File: config.mk
export PLATFORM = sky130hd
export DESIGN_NAME = gpio_input_responder
export DESIGN_NICKNAME = d
export VERILOG_FILES = /design/src/rtl/gpio_input_responder.sv
export SDC_FILE = /design/constraint.sdc
export NUM_CORES = 1
export LEC_CHECK = 0
export BUFFER_PORTS_ARGS = -buffer_cell sky130_fd_sc_hd__buf_2
export CORE_ASPECT_RATIO = 2
export CORE_MARGIN = 8
export CORE_UTILIZATION = 62
export CTS_CLUSTER_DIAMETER = 80
export DETAILED_ROUTE_END_ITERATION = 12
export PLACE_DENSITY = 0.85
export SLEW_MARGIN = 0
export SYNTH_ARGS = -nofsm -noshare
export SYNTH_HDL_FRONTEND = slang
export SYNTH_SLANG_ARGS = --single-unit
File: constraint.sdc
create_clock -name clk -period 3.68 [get_ports clk]
set_clock_uncertainty 0.05 [all_clocks]
set_input_delay 0.552 -clock clk [delete_from_list [all_inputs] [get_ports clk]]
set_output_delay 0.552 -clock clk [all_outputs]
set_load 0.005 [all_outputs]
File: src/rtl/gpio_input_responder.sv
// gpio_input_responder: memory-mapped GPIO input peripheral.
// Synchronises and debounces WIDTH pins, latches rising edges in sticky
// flags and answers bus reads with a one-cycle-latency response.
// Registers: +0 LEVEL (RO), +4 EDGE (read-clears, W1C), +8 MASK (optional).
// Optional feature macro: GPIO_INPUT_IRQ_EN adds the MASK register and irq.
module gpio_input_responder #(
  parameter logic [31:0] BASE_ADDR       = 32'h00000404,
  parameter int          WIDTH           = 8,
  parameter int          DEBOUNCE_CYCLES = 1024
) (
  input  logic             clk,
  input  logic             reset,
  input  logic [WIDTH-1:0] io_in,
  input  logic             bus_address_valid,
  input  logic [31:0]      bus_address_payload,
  input  logic             bus_write,
  input  logic [31:0]      bus_data_payload,
  output logic             rsp_valid,
  output logic [31:0]      rsp_payload
`ifdef GPIO_INPUT_IRQ_EN
  ,
  output logic             irq
`endif
);

  localparam logic [29:0] LEVEL_WORD = BASE_ADDR[31:2];
  localparam logic [29:0] EDGE_WORD  = BASE_ADDR[31:2] + 30'd1;
  localparam logic [15:0] CNT_MAX    = 16'(DEBOUNCE_CYCLES - 1);

  logic [WIDTH-1:0] s1;
  logic [WIDTH-1:0] s2;
  logic [WIDTH-1:0] db;
  logic [WIDTH-1:0] db_next;
  logic [WIDTH-1:0] rise;
  logic [15:0]      cnt      [WIDTH];
  logic [15:0]      cnt_next [WIDTH];
  logic [WIDTH-1:0] edge_flags;
  logic [WIDTH-1:0] edge_clr;
  logic [29:0]      word;
  logic             rd_req;
  logic             wr_req;
  logic             hit_level;
  logic             hit_edge;
  logic             read_hit;
  logic [31:0]      rd_data;
  logic             unused_bits;

  // Byte-lane bits are ignored and upper write-data bits have no storage.
  assign unused_bits = ^{bus_address_payload[1:0], bus_data_payload};

  assign word      = bus_address_payload[31:2];
  assign rd_req    = bus_address_valid & ~bus_write;
  assign wr_req    = bus_address_valid & bus_write;
  assign hit_level = (word == LEVEL_WORD);
  assign hit_edge  = (word == EDGE_WORD);

`ifdef GPIO_INPUT_IRQ_EN
  localparam logic [29:0] MASK_WORD = BASE_ADDR[31:2] + 30'd2;
  logic [WIDTH-1:0] mask;
  logic             hit_mask;
  assign hit_mask = (word == MASK_WORD);
  assign read_hit = rd_req & (hit_level | hit_edge | hit_mask);
`else
  assign read_hit = rd_req & (hit_level | hit_edge);
`endif

  // Two-flop synchroniser; the only logic that sees raw io_in.
  always_ff @(posedge clk) begin
    if (reset) begin
      s1 <= '0;
      s2 <= '0;
    end else begin
      s1 <= io_in;
      s2 <= s1;
    end
  end

  // Per-bit debounce: count consecutive disagreeing cycles, adopt on the last.
  always_comb begin
    db_next = db;
    rise    = '0;
    for (int i = 0; i < WIDTH; i++) begin
      cnt_next[i] = '0;
      if (s2[i] != db[i]) begin
        if (cnt[i] == CNT_MAX) begin
          db_next[i] = s2[i];
          rise[i]    = s2[i];
        end else begin
          cnt_next[i] = cnt[i] + 16'd1;
        end
      end
    end
  end

  // Debounced level and counters; reset discards any partial count.
  always_ff @(posedge clk) begin
    if (reset) begin
      db <= '0;
      for (int i = 0; i < WIDTH; i++) cnt[i] <= '0;
    end else begin
      db <= db_next;
      for (int i = 0; i < WIDTH; i++) cnt[i] <= cnt_next[i];
    end
  end

  // Clear sources for the edge flags: an EDGE read clears all, a write clears ones.
  always_comb begin
    edge_clr = '0;
    if (hit_edge && rd_req) edge_clr = '1;
    else if (hit_edge && wr_req) edge_clr = bus_data_payload[WIDTH-1:0];
  end

  // Sticky rising-edge flags; a new edge wins over a coincident clear.
  always_ff @(posedge clk) begin
    if (reset) edge_flags <= '0;
    else       edge_flags <= (edge_flags & ~edge_clr) | rise;
  end

  // Read mux over the current register contents, upper bits zero.
  always_comb begin
    rd_data = '0;
    if (hit_level) rd_data[WIDTH-1:0] = db;
    if (hit_edge)  rd_data[WIDTH-1:0] = edge_flags;
`ifdef GPIO_INPUT_IRQ_EN
    if (hit_mask)  rd_data[WIDTH-1:0] = mask;
`endif
  end

  // One-cycle response; payload holds its last value between responses.
  always_ff @(posedge clk) begin
    if (reset) begin
      rsp_valid   <= 1'b0;
      rsp_payload <= '0;
    end else begin
      rsp_valid <= read_hit;
      if (read_hit) rsp_payload <= rd_data;
    end
  end

`ifdef GPIO_INPUT_IRQ_EN
  // Interrupt mask register, read/write.
  always_ff @(posedge clk) begin
    if (reset)                    mask <= '0;
    else if (wr_req && hit_mask)  mask <= bus_data_payload[WIDTH-1:0];
  end

  // Registered interrupt from any unmasked pending edge.
  always_ff @(posedge clk) begin
    if (reset) irq <= 1'b0;
    else       irq <= |(edge_flags & mask);
  end
`endif

endmodule

==> run_results.csv <==
group,metric,value,unit
grt,grt_pass1_wl,25200,um
detailed_routing,postRouteAntennaNets,0,
critical_path,cp_slowest_cell,"nand4_1",
power,clkPwrFrac,0.458,
floorplan,die_y,172,um
cells_and_area,layout-drive-gt1-share,0.140,
grt,grt_max_degree,39,
floorplan,coreArea,12100,um2
power,ir_drop,0.000357,V
power,power.total,0.00358,W
cts,hold_buffers,0,
critical_path,start_kind,"primary input",
floorplan,die_area,16200,um2
outcome,outcome,"completed",
cts,cts_setup_buffers,0,
detailed_routing,routed-via-count,6015,
critical_path,max_stage_delay,0.63,ns
timing,min_period,2.23,ns
cts,cts_resized,0,
logic_synthesis,synthArstFlopShare,0,
critical_path,worstPathRequired,3.95,ns
timing,min_period_over_period,0.605,
cells_and_area,fin_nets,999,
detailed_routing,drt_iter0_drc,284,
power,leakage,2.71,nW
logic_synthesis,synth_cells,856,
floorplan,start_util,0.628,
power,sw_frac_of_total,0.230,
logic_synthesis,ys_types,50,
critical_path,end_kind,"flip-flop",
cells_and_area,mostFrequentLayoutCell,"dfxtp_1",
critical_path,cp.arrival,2.49,ns
timing,relSlewSlack,0.506,
critical_path,cp_cell_sequence,"buf_2 > nor4b_1 > nand4_1 > a211o_1 > a211oi_1",
grt,grt_pass1_vias,5983,
logic_synthesis,ys_seq_area_frac,0.447,
logic_synthesis,syn_avg_cell_area,8.84,um2
cts,clk_pin_slew,0.06,ns
critical_path,path_buf_inv,1,
timing,rsz0062_at_grt,"no",
placed_design,hpwl,10200,um
logic_synthesis,ys_ff_latch,169,
cells_and_area,fin_cells,1075,
detailed_routing,wl_per_cell,13.5,um
floorplan,rows,57,
placed_design,dp.cells,1043,
detailed_routing,drt_wl_total,14600,um
cts,h-tree-depth,4,
power,switchingPower,0.000823,W
critical_path,crit_path_max_fanout,17,
detailed_routing,dr.pass1.iters,4,
logic_synthesis,synth_area,7570,um2
timing,worst_pin_slew,0.739,ns
placed_design,post_dp_cell_area,7850,um2
grt,grt-ovfl-total,0,
cells_and_area,postLayoutCoreUtil,0.697,
placed_design,port_buffers,58,
floorplan,dieWidth,94.1,um
detailed_routing,drc,0,
detailed_routing,routed_via_density,5.60,
cts,cts_buffers,17,
power,seqPwrFrac,0.516,
cells_and_area,synthToLayoutAreaGrowth,10.9,%
logic_synthesis,synth_warnings,0,
min_path,hp-class,"primary input to flip-flop",
power,power.density,426,nW/um2
placed_design,gp_congestion,0.795,
timing,hold_viol,0,
logic_synthesis,synth_edf_count,0,
flow_run,drv_cap,0,
cts,clockRootBuffer,"clkbuf_16",
logic_synthesis,synth_ff_type,"dfxtp_1",
critical_path,criticalPathCategory,"primary input to flip-flop",
power,p_int,0.00276,W
cells_and_area,fin_area,8400,um2
cts,worstSkewPairLatency,0.42,ns
timing,setup_viol,0,
timing,tns,0,ns
grt,antenna_found_initial,0,
critical_path,crit_family,"compound AO/OA/AOI/OAI gates",
cells_and_area,n_antenna_cell,0,
cts,cts.sinks,169,
cts,clk_path_buf_depth,2,
cells_and_area,final_cell_mix,"169 x dfxtp_1, 151 x nor2_1, 84 x xnor2_1",
timing,drv_slew,0,
power,combPwrFrac,0.026,
cts,cts_tree,"built",
grt,track_usage,0.189,
floorplan,ios,109,
timing,fmax,449,MHz
cell usage after synthesis (all sizes together), types with 22 or more instances:
| cell | n | area share |
|---|---|---|
| nor2b | 22 | 0.018 |
| xnor2 | 84 | 0.097 |
| nand4 | 33 | 0.031 |
| nand3 | 46 | 0.033 |
| nor3 | 35 | 0.025 |
| xor2 | 24 | 0.028 |
| buf | 33 | 0.034 |
| nor4 | 28 | 0.026 |
| nor2 | 151 | 0.075 |
| inv | 43 | 0.021 |
| nand2 | 36 | 0.018 |
| dfxtp | 169 | 0.45 |
stage by stage:
stage	setup WS, ns	hold slack, ns
floorplan	1.80	0.363
global placement	1.12	0.372
detailed placement	1.04	0.371
CTS	1.47	0.281
global route	1.29	0.284
finish	1.45	0.288
registers in the layout, indices dropped and copies added (netlist names):
| register | count |
|---|---|
| s1 | 8 |
| db | 8 |
| cnt | 128 |
| edge_flags | 8 |
| rsp_valid | 1 |
| s2 | 8 |
| rsp_payload | 8 |
routing by layer:
layer  GRT usage  vias to the layer above  routed length [um]
met5           0                        -                   0
met1       0.199                     2818                5990
li1            -                     3020                   -
met4      0.0785                        0                 191
met2       0.343                      161                7500
met3      0.0470                       16                 874
power groups by stage:
stage	Combinational, W	Sequential, W	Clock (W)
after global routing	0.000104	0.00185	0.00175
after global placement	0.0000905	0.00189	0
final	0.0000933	0.00185	0.00164
after floorplan	0.0000739	0.00189	0
after CTS	0.0000931	0.00185	0.00166
after detailed placement	0.0000919	0.00189	0
kinds of logic (layout without fill, tap and decap cells):
group | after synthesis | count (layout) | synth area share
xor+xnor | 108 | 108 | 0.125
fa+ha+maj | 8 | 8 | 0.0132
simple gates | 406 | 406 | 0.281
other cells | 1 | 24 | 0.000495
buf+inv | 86 | 135 | 0.0602
compound gates | 78 | 78 | 0.0734
flops | 169 | 169 | 0.447
cell type report:
class | instances | area (um2)
multi-input cells | 624 | 3820
fillers | 943 | 3660
flip-flops and latches | 169 | 3380
clock buffers | 18 | 429
repair buffers | 60 | 305
well taps | 147 | 184
inverters | 43 | 161
clock inverters | 14 | 116
worst paths after layout:
kind | start | to | slack (ns) | depth (start not counted)
setup / recovery | bus_address_payload[12] | rsp_payload[7] | 1.45 | 5
hold / removal | io_in[2] | s1[2] | 0.29 | 2
setup reg to reg | cnt[0][48] | cnt[0][55] | 1.58 | 5
hold reg to reg | s1[2] | s2[2] | 0.39 | 1
Power figures use the tool's default switching activity.
